## src/rtl/spmv_mem_pkg.sv

```systemverilog
// spmv_mem_pkg: shared constants, request-entry type and tag helper for the SpMV memory arbiter
package spmv_mem_pkg;
    localparam int DATA_W        = 64;
    localparam int ADDR_W        = 48;
    localparam int KIND_W        = 2;
    localparam int TAG_CACHE_BIT = 0;
    localparam int TAG_DEC_LSB   = 1;
    localparam int REQ_ST        = 0;
    localparam int REQ_CL        = 1;
    localparam int REQ_DL        = 2;
    localparam int N_REQ         = 3;

    typedef enum logic [KIND_W-1:0] {K_NONE = 2'b00, K_ST = 2'b01, K_LD = 2'b10} kind_t;

    typedef struct packed {
        kind_t              kind;
        logic [ADDR_W-1:0]  addr;
        logic [DATA_W-1:0]  data;
    } req_t;

    localparam int REQ_W = $bits(req_t);

    // Load tag: cache loads mark bit 0, decoder loads carry their stream tag above it
    function automatic logic [DATA_W-1:0] ld_tag(input logic from_cache, input logic [1:0] dtag);
        logic [DATA_W-1:0] t;
        t = '0;
        if (from_cache) t[TAG_CACHE_BIT] = 1'b1;
        else t[TAG_DEC_LSB +: 2] = dtag;
        return t;
    endfunction
endpackage

```

## src/rtl/spmv_mem_arbiter_if.sv

```systemverilog
// spmv_mem_arbiter_if: requester, config and memory-port signals of the SpMV memory arbiter
interface spmv_mem_arbiter_if;
    import spmv_mem_pkg::*;
    logic              cfg_ld;
    logic [ADDR_W-1:0] cfg_st_base;
    logic [ADDR_W-1:0] cfg_st_end;
    logic              st_valid;
    logic [DATA_W-1:0] st_data;
    logic              st_ready;
    logic              cl_valid;
    logic [ADDR_W-1:0] cl_addr;
    logic              cl_ready;
    logic              dl_valid;
    logic [ADDR_W-1:0] dl_addr;
    logic [1:0]        dl_tag;
    logic              dl_ready;
    logic              req_mem_ld;
    logic              req_mem_st;
    logic [ADDR_W-1:0] req_mem_addr;
    logic [DATA_W-1:0] req_mem_d_or_tag;
    logic              req_mem_stall;
    logic              rsp_mem_push;
    logic              idle;
    logic              st_overflow;

    modport master (
        output cfg_ld, cfg_st_base, cfg_st_end, st_valid, st_data, cl_valid, cl_addr,
               dl_valid, dl_addr, dl_tag, req_mem_stall, rsp_mem_push,
        input  st_ready, cl_ready, dl_ready, req_mem_ld, req_mem_st, req_mem_addr,
               req_mem_d_or_tag, idle, st_overflow
    );

    modport slave (
        input  cfg_ld, cfg_st_base, cfg_st_end, st_valid, st_data, cl_valid, cl_addr,
               dl_valid, dl_addr, dl_tag, req_mem_stall, rsp_mem_push,
        output st_ready, cl_ready, dl_ready, req_mem_ld, req_mem_st, req_mem_addr,
               req_mem_d_or_tag, idle, st_overflow
    );
endinterface

```

## src/rtl/spmv_req_queue.sv

```systemverilog
// spmv_req_queue: synchronous FIFO with zero-latency head read and occupancy count
module spmv_req_queue #(
    parameter int DEPTH = 16,
    parameter int W     = 8
) (
    input  logic                       clk,
    input  logic                       rst_n,
    input  logic                       i_push,
    input  logic [W-1:0]               i_din,
    input  logic                       i_pop,
    output logic [W-1:0]               o_dout,
    output logic [$clog2(DEPTH):0]     o_count,
    output logic                       o_empty
);
    localparam int AW = $clog2(DEPTH);

    logic [W-1:0]  r_mem [DEPTH];
    logic [AW-1:0] r_wp;
    logic [AW-1:0] r_rp;
    logic [AW:0]   r_count;

    // Storage write; contents need no reset since count gates every read
    always_ff @(posedge clk)
        if (i_push) r_mem[r_wp] <= i_din;

    // Pointers and occupancy
    always_ff @(posedge clk or negedge rst_n)
        if (!rst_n) begin
            r_wp    <= '0;
            r_rp    <= '0;
            r_count <= '0;
        end else begin
            if (i_push) r_wp <= r_wp + 1'b1;
            if (i_pop) r_rp <= r_rp + 1'b1;
            r_count <= r_count + (AW+1)'(i_push) - (AW+1)'(i_pop);
        end

    assign o_dout  = r_mem[r_rp];
    assign o_count = r_count;
    assign o_empty = r_count == '0;
endmodule

```

## src/rtl/spmv_mem_arbiter.sv

```systemverilog
// spmv_mem_arbiter: schedules MAC stores, cache loads and decoder loads onto one PE memory port
module spmv_mem_arbiter
    import spmv_mem_pkg::*;
#(
    parameter int QDEPTH          = 16,
    parameter int MAX_OUTSTANDING = 32,
    parameter int STARVE_LIMIT    = 15,
    parameter int ADDR_STEP       = 8
) (
    input logic                 clk,
    input logic                 rst_n,
    spmv_mem_arbiter_if.slave   bus
);
    localparam int CW = $clog2(QDEPTH) + 1;
    localparam int OW = $clog2(MAX_OUTSTANDING + 1);
    localparam int LW = OW + 1;
    localparam int SW = $clog2(STARVE_LIMIT + 1);

    logic [CW-1:0]     w_count;
    logic              w_empty;
    req_t              w_head;
    req_t              w_din;
    logic              w_push;
    logic              w_pop;
    logic [N_REQ-1:0]  w_gnt;
    logic              w_space;
    logic              w_credit;
    logic              w_st_ok;
    logic              w_cl_ok;
    logic              w_dl_ok;
    logic              w_force;
    logic              w_st_win;
    logic              w_ld_push;
    logic              w_ld_pop;
    logic [LW-1:0]     w_inflight;

    logic [OW-1:0]     r_out;
    logic [OW-1:0]     r_qld;
    logic [SW-1:0]     r_starve;
    logic [ADDR_W-1:0] r_st_ptr;
    logic [ADDR_W-1:0] r_st_end;
    logic              r_ovf;
    logic              r_stall;
    logic              r_ld;
    logic              r_st;
    logic [ADDR_W-1:0] r_addr;
    logic [DATA_W-1:0] r_data;

    // Loads already queued, sitting in the output register, or awaiting a response all hold credit
    assign w_inflight = LW'(r_out) + LW'(r_qld) + LW'(r_ld);
    assign w_credit   = w_inflight < LW'(MAX_OUTSTANDING);
    assign w_space    = w_count < CW'(QDEPTH);
    assign w_st_ok    = bus.st_valid && w_space && !bus.cfg_ld;
    assign w_cl_ok    = bus.cl_valid && w_space && w_credit;
    assign w_dl_ok    = bus.dl_valid && w_space && w_credit;
    assign w_force    = (r_starve == SW'(STARVE_LIMIT)) && w_dl_ok;
    assign w_st_win   = r_st_ptr != r_st_end;

    // Single grant: a starved decoder wins, otherwise stores, then cache, then decoder
    always_comb begin
        w_gnt         = '0;
        w_gnt[REQ_ST] = !w_force && w_st_ok;
        w_gnt[REQ_CL] = !w_force && !w_st_ok && w_cl_ok;
        w_gnt[REQ_DL] = w_force || (!w_st_ok && !w_cl_ok && w_dl_ok);
    end

    // Build the queue entry for the granted requester; stores outside the window are dropped
    always_comb begin
        w_din      = '0;
        w_ld_push  = w_gnt[REQ_CL] || w_gnt[REQ_DL];
        w_push     = w_gnt[REQ_ST] ? w_st_win : w_ld_push;
        w_din.kind = w_gnt[REQ_ST] ? K_ST : K_LD;
        w_din.addr = w_gnt[REQ_ST] ? r_st_ptr : (w_gnt[REQ_CL] ? bus.cl_addr : bus.dl_addr);
        w_din.data = w_gnt[REQ_ST] ? bus.st_data : ld_tag(w_gnt[REQ_CL], bus.dl_tag);
    end

    assign w_pop    = !w_empty && !r_stall;
    assign w_ld_pop = w_pop && (w_head.kind == K_LD);

    spmv_req_queue #(.DEPTH(QDEPTH), .W(REQ_W)) u_queue (
        .clk     (clk),
        .rst_n   (rst_n),
        .i_push  (w_push),
        .i_din   (w_din),
        .i_pop   (w_pop),
        .o_dout  (w_head),
        .o_count (w_count),
        .o_empty (w_empty)
    );

    // Store window pointer and sticky overflow flag
    always_ff @(posedge clk or negedge rst_n)
        if (!rst_n) begin
            r_st_ptr <= '0;
            r_st_end <= '0;
            r_ovf    <= 1'b0;
        end else if (bus.cfg_ld) begin
            r_st_ptr <= bus.cfg_st_base;
            r_st_end <= bus.cfg_st_end;
            r_ovf    <= 1'b0;
        end else if (w_gnt[REQ_ST]) begin
            r_st_ptr <= w_st_win ? r_st_ptr + ADDR_W'(ADDR_STEP) : r_st_ptr;
            r_ovf    <= r_ovf || !w_st_win;
        end

    // Decoder starvation counter, saturating at the force threshold
    always_ff @(posedge clk or negedge rst_n)
        if (!rst_n) r_starve <= '0;
        else r_starve <= (bus.dl_valid && !w_gnt[REQ_DL]) ?
                         ((r_starve == SW'(STARVE_LIMIT)) ? r_starve : r_starve + 1'b1) : '0;

    // Registered stall and memory-port request outputs driven from the popped entry
    always_ff @(posedge clk or negedge rst_n)
        if (!rst_n) begin
            r_stall <= 1'b0;
            r_ld    <= 1'b0;
            r_st    <= 1'b0;
            r_addr  <= '0;
            r_data  <= '0;
        end else begin
            r_stall <= bus.req_mem_stall;
            r_ld    <= w_ld_pop;
            r_st    <= w_pop && (w_head.kind == K_ST);
            if (w_pop) begin
                r_addr <= w_head.addr;
                r_data <= w_head.data;
            end
        end

    // Queued-load and outstanding-load counters; a response with nothing outstanding is dropped
    always_ff @(posedge clk or negedge rst_n)
        if (!rst_n) begin
            r_qld <= '0;
            r_out <= '0;
        end else begin
            r_qld <= r_qld + OW'(w_ld_push) - OW'(w_ld_pop);
            if (r_ld && !bus.rsp_mem_push) r_out <= r_out + 1'b1;
            else if (!r_ld && bus.rsp_mem_push && r_out != '0) r_out <= r_out - 1'b1;
        end

    assign bus.st_ready         = w_gnt[REQ_ST];
    assign bus.cl_ready         = w_gnt[REQ_CL];
    assign bus.dl_ready         = w_gnt[REQ_DL];
    assign bus.req_mem_ld       = r_ld;
    assign bus.req_mem_st       = r_st;
    assign bus.req_mem_addr     = r_addr;
    assign bus.req_mem_d_or_tag = r_data;
    assign bus.st_overflow      = r_ovf;
    assign bus.idle             = w_empty && (r_out == '0) && !bus.st_valid && !bus.cl_valid &&
                                  !bus.dl_valid && !r_ld && !r_st;
endmodule

```

## src/flat_wrapper.sv

```systemverilog
// flat-port wrapper written by rule: the top's interface ports become plain ports
module spmv_mem_arbiter_flat import spmv_mem_pkg::*;
#(
    parameter int QDEPTH          = 16,
    parameter int MAX_OUTSTANDING = 32,
    parameter int STARVE_LIMIT    = 15,
    parameter int ADDR_STEP       = 8
)
  (clk, rst_n, bus_cfg_ld, bus_cfg_st_base, bus_cfg_st_end, bus_st_valid, bus_st_data, bus_cl_valid, bus_cl_addr, bus_dl_valid, bus_dl_addr, bus_dl_tag, bus_req_mem_stall, bus_rsp_mem_push, bus_st_ready, bus_cl_ready, bus_dl_ready, bus_req_mem_ld, bus_req_mem_st, bus_req_mem_addr, bus_req_mem_d_or_tag, bus_idle, bus_st_overflow);
  spmv_mem_arbiter_if bus_i ();
  input logic clk;
  input logic rst_n;
  input wire logic [$bits(bus_i.cfg_ld)-1:0] bus_cfg_ld;
  input wire logic [$bits(bus_i.cfg_st_base)-1:0] bus_cfg_st_base;
  input wire logic [$bits(bus_i.cfg_st_end)-1:0] bus_cfg_st_end;
  input wire logic [$bits(bus_i.st_valid)-1:0] bus_st_valid;
  input wire logic [$bits(bus_i.st_data)-1:0] bus_st_data;
  input wire logic [$bits(bus_i.cl_valid)-1:0] bus_cl_valid;
  input wire logic [$bits(bus_i.cl_addr)-1:0] bus_cl_addr;
  input wire logic [$bits(bus_i.dl_valid)-1:0] bus_dl_valid;
  input wire logic [$bits(bus_i.dl_addr)-1:0] bus_dl_addr;
  input wire logic [$bits(bus_i.dl_tag)-1:0] bus_dl_tag;
  input wire logic [$bits(bus_i.req_mem_stall)-1:0] bus_req_mem_stall;
  input wire logic [$bits(bus_i.rsp_mem_push)-1:0] bus_rsp_mem_push;
  output wire logic [$bits(bus_i.st_ready)-1:0] bus_st_ready;
  output wire logic [$bits(bus_i.cl_ready)-1:0] bus_cl_ready;
  output wire logic [$bits(bus_i.dl_ready)-1:0] bus_dl_ready;
  output wire logic [$bits(bus_i.req_mem_ld)-1:0] bus_req_mem_ld;
  output wire logic [$bits(bus_i.req_mem_st)-1:0] bus_req_mem_st;
  output wire logic [$bits(bus_i.req_mem_addr)-1:0] bus_req_mem_addr;
  output wire logic [$bits(bus_i.req_mem_d_or_tag)-1:0] bus_req_mem_d_or_tag;
  output wire logic [$bits(bus_i.idle)-1:0] bus_idle;
  output wire logic [$bits(bus_i.st_overflow)-1:0] bus_st_overflow;
  assign bus_i.cfg_ld = bus_cfg_ld;
  assign bus_i.cfg_st_base = bus_cfg_st_base;
  assign bus_i.cfg_st_end = bus_cfg_st_end;
  assign bus_i.st_valid = bus_st_valid;
  assign bus_i.st_data = bus_st_data;
  assign bus_i.cl_valid = bus_cl_valid;
  assign bus_i.cl_addr = bus_cl_addr;
  assign bus_i.dl_valid = bus_dl_valid;
  assign bus_i.dl_addr = bus_dl_addr;
  assign bus_i.dl_tag = bus_dl_tag;
  assign bus_i.req_mem_stall = bus_req_mem_stall;
  assign bus_i.rsp_mem_push = bus_rsp_mem_push;
  assign bus_st_ready = bus_i.st_ready;
  assign bus_cl_ready = bus_i.cl_ready;
  assign bus_dl_ready = bus_i.dl_ready;
  assign bus_req_mem_ld = bus_i.req_mem_ld;
  assign bus_req_mem_st = bus_i.req_mem_st;
  assign bus_req_mem_addr = bus_i.req_mem_addr;
  assign bus_req_mem_d_or_tag = bus_i.req_mem_d_or_tag;
  assign bus_idle = bus_i.idle;
  assign bus_st_overflow = bus_i.st_overflow;
  spmv_mem_arbiter #(.QDEPTH(QDEPTH), .MAX_OUTSTANDING(MAX_OUTSTANDING), .STARVE_LIMIT(STARVE_LIMIT), .ADDR_STEP(ADDR_STEP)) u_core (.clk(clk), .rst_n(rst_n), .bus(bus_i));
endmodule
```

## config.mk

```make
export PLATFORM = sky130hd
export DESIGN_NAME = spmv_mem_arbiter_flat
export DESIGN_NICKNAME = d
export VERILOG_FILES = /design/src/rtl/spmv_mem_pkg.sv /design/src/rtl/spmv_mem_arbiter_if.sv /design/src/rtl/spmv_req_queue.sv /design/src/rtl/spmv_mem_arbiter.sv /design/src/flat_wrapper.sv
export SDC_FILE = /design/constraint.sdc
export NUM_CORES = 2
export LEC_CHECK = 0
export BUFFER_PORTS_ARGS = -buffer_cell sky130_fd_sc_hd__buf_2
export CAP_MARGIN = 5
export CORE_MARGIN = 3
export CORE_UTILIZATION = 45
export DETAILED_ROUTE_END_ITERATION = 6
export SYNTH_ARGS = -nofsm -noshare
export SYNTH_HDL_FRONTEND = slang
export SYNTH_SLANG_ARGS = --single-unit
```

## constraint.sdc

```tcl
create_clock -name clk -period 19.6 [get_ports clk]
set_input_delay 0.98 -clock clk [delete_from_list [all_inputs] [get_ports clk]]
set_output_delay 0.98 -clock clk [all_outputs]
set_load 0.02 [all_outputs]
```

==> key figures <==
Run status
  – Status: finished, final reports clean

Setup path
  – Worst EP required: 20.32 ns
  – Worst path arrival time: 5.75 ns
  – Worst R2R Path Depth: 7
  – Startpoint types: flip-flop
  – CP Max Fanout: between 100 and 150
  – Critical Path End Type: flip-flop
  – Crit Path Category: flip-flop to flip-flop

GRT
  – Via count of the first global-routing pass: 43,200
  – GR Util All Layers: 22.5%
  – Grt ovf: 0
  – Largest net degree at the start of global routing: around 150
  – Initial antenna violation count: 7
  – First-pass GRT wire length: 303 mm

Synthesis
  – Top FF cell, synth: edfxtp_1
  – Cell Area, Synth: 81,500 um2
  – Syn Nets: between 4,000 and 5,000
  – FF+latch count, synth: 2,065
  – Async S/R FF share, synth: between 10% and 20%
  – Post-synthesis area per instance: between 15 and 20 um2
  – Post-synth cell types: 63
  – Synth warn: 0
  – Post-synth EDFFs: 1,824
  – Post-synthesis cell count: 4,079
  – Register area share after synthesis: 74.6%

Drt
  – DR iter-0 viols: a little under 4,000
  – Routed via count: 41,200
  – DRT antenna net count: 0
  – Vias per cell: a little under 6
  – Detailed Route WL: 208 mm
  – DRC Markers: 0
  – Drt wl/cell: 29.3 um
  – Drt pass-1 iters: 5

Placed design
  – Final GP Congestion: 0.857
  – Number of I/O port buffers: 384
  – DP Area: 86,500 um2
  – Post-placement setup slack: 14.08 ns
  – Dpl cells: 6,708
  – Hpwl dp: 112 mm

Clock network
  – Htree depth: 4
  – CTS Hold Bufs: 0
  – Post-CTS setup buffer count: 0
  – Post-cts resize count: 0
  – Clock buffer count from CTS: 206
  – Root Buffer: clkbuf_16
  – Worst skew pair latency: about 0.85 ns
  – CTS tree: yes
  – CTS clk-pin slew, worst paths: 0.06 ns
  – Sink Count: 2,065
  – Clock Tree Buf Depth: 3

STA
  – FMAX: 199 MHz
  – Slew headroom: between 10% and 20%
  – Final Cycle Share: 25.7%
  – # setup viols final: 0
  – Final Critical Period: 5.03 ns
  – Final setup skew: 0.0470 ns
  – Max Slew Vio Count: 0
  – Fin Hold WS: 0.131 ns
  – Fin. Hold Viols: 0
  – Actual slew at the worst max-slew pin: 1.31 ns
  – Sum Neg Setup Slack: 0 ns
  – RSZ-0062 raised after global routing: no
  – Final WS setup: 14.57 ns

Power and ir drop
  – Power Density: 141 nW/um2
  – Pleak: 31.5 nW
  – VDD IR max: 0.119 mV
  – Final Power: 13.2 mW

Die
  – Core Rows: 155
  – Die Span X: 432 um
  – DIE AREA: 186,000 um2
  – Die Y: 432 um
  – Initial core utilization: 45.5%
  – Num ports: around 390
  – Core area: around 180,000 um2

Layout
  – Layout Nets: 4,860
  – Final std cells w/o fill: 7,101
  – Post-Route Utilization: 52.1%
  – Most frequent cells in the layout: edfxtp_1 (1,824), mux4_2 (531), nand2_1 (432), buf_2 (382), dfrtp_1 (238)
  – Share of cells above drive strength 1: about 30%
  – Syn-to-layout area delta: 14.5%
  – Most common cell after layout, fill and taps aside: edfxtp_1
  – Final Cell Area: 93,300 um2

Job
  – MaxCap Viol Count: 0

Min path
  – Hold WC Path Type: primary input to async pin
==> worst max-delay path, cell delays in order (launching register included) <==
cell	delay, ns
dfrtp_4	0.99
buf_4	0.81
buf_12	0.73
buf_4	0.90
mux4_2	0.59
mux4_2	0.50
nand2_1	0.08
nand2_1	0.06
==> worst paths after layout <==
| path | startpoint | to | slack (ns) |
|---|---|---|---|
| min | rst_n | u_core.r_st_end[13] | 0.13 |
| max reg2reg | u_core.u_queue.r_rp[0] | u_core.bus.req_mem_d_or_tag[2] | 14.57 |
| max in group asynchronous | rst_n | u_core.bus.req_mem_d_or_tag[8] | 18.08 |
| min reg2reg | u_core.bus.req_mem_d_or_tag[4] | u_core.bus.req_mem_d_or_tag[4] | 0.47 |
| min in group clk | bus_req_mem_stall | u_core.r_stall | 0.30 |
| max | u_core.u_queue.r_rp[0] | u_core.bus.req_mem_d_or_tag[2] | 14.57 |
==> Yosys cell counts, drive strengths merged (3+ instances only) <==
library cell	count	area share (%)
edfxtp	1824	67
mux4	531	15
nand2	433	2.0
dfrtp	241	7.4
clkbuf	140	0.64
mux2i	101	1.2
buf	90	0.53
o21ai	74	0.45
and2	65	0.50
xnor2	65	0.70
mux2	53	0.73
nor2	52	0.24
o221ai	39	0.42
inv	37	0.17
nand3	37	0.24
nand4	36	0.29
a31oi	30	0.23
ha	29	0.45
o31ai	28	0.26
or4	27	0.25
nor3	16	0.098
a21oi	15	0.097
nor4	14	0.14
nor3b	10	0.092
and3	9	0.069
nor2b	9	0.069
nand2b	7	0.054
a22oi	6	0.055
and4	6	0.074
o31a	6	0.064
a21o	5	0.046
o311ai	5	0.054
nor4b	4	0.043
o211ai	4	0.037
xor2	4	0.043
a211oi	3	0.028
fa	3	0.074
nand4b	3	0.032
==> kinds of logic (layout without fill, tap and decap cells) <==
group	count (synthesis)	in the layout	synth area share (%)
and+or+nand+nor	735	735	4.26
xor gates and xnor gates	69	69	0.741
muxes	685	685	16.6
DFF	2065	2065	74.6
other	0	5	0
AOI/OAI and AO/OA	226	226	1.89
buffers and inverters	267	929	1.35
adders and majority gates	32	32	0.519
==> power by group <==
group          internal, mW  leakage (nW)  total (mW)  switching, mW
Combinational          1.61          8.72        3.62           2.01
Sequential             5.38          19.5        5.64          0.260
Clock                  2.25          3.28        3.91           1.66
==> area by class of cell <==
type / instances / area, um2
Clock inverter: 83 / 943
Tap cell: 2355 / 2950
Sequential cell: 2065 / 60800
Fill cell: 14200 / 85900
Timing Repair Buffer: 505 / 2930
Clock buffer: 304 / 5810
Antenna cell: 5 / 12.5
Inverter: 37 / 151
Multi-Input combinational cell: 1747 / 19700
==> registers in the layout, summed over array words and instances, names as in the netlist, 5 cells and up <==
signal	count
u_core.bus.req_mem_addr	48
u_core.bus.req_mem_d_or_tag	64
u_core.r_out	6
u_core.r_qld	6
u_core.r_st_end	48
u_core.r_st_ptr	48
u_core.u_queue.o_count	5
u_core.u_queue.r_mem	1824
==> per-layer routing <==
layer  vias to the layer above  part of all wire [%]  GRT usage [%]
li1                      17500                     -              -
met5                         -                     0              0
met3                       313                   5.2           2.99
met4                         0                   3.2           7.42
met2                      1273                    51           38.0
met1                     22100                    41           30.5
No activity file was read; power rests on OpenSTA's default activity.
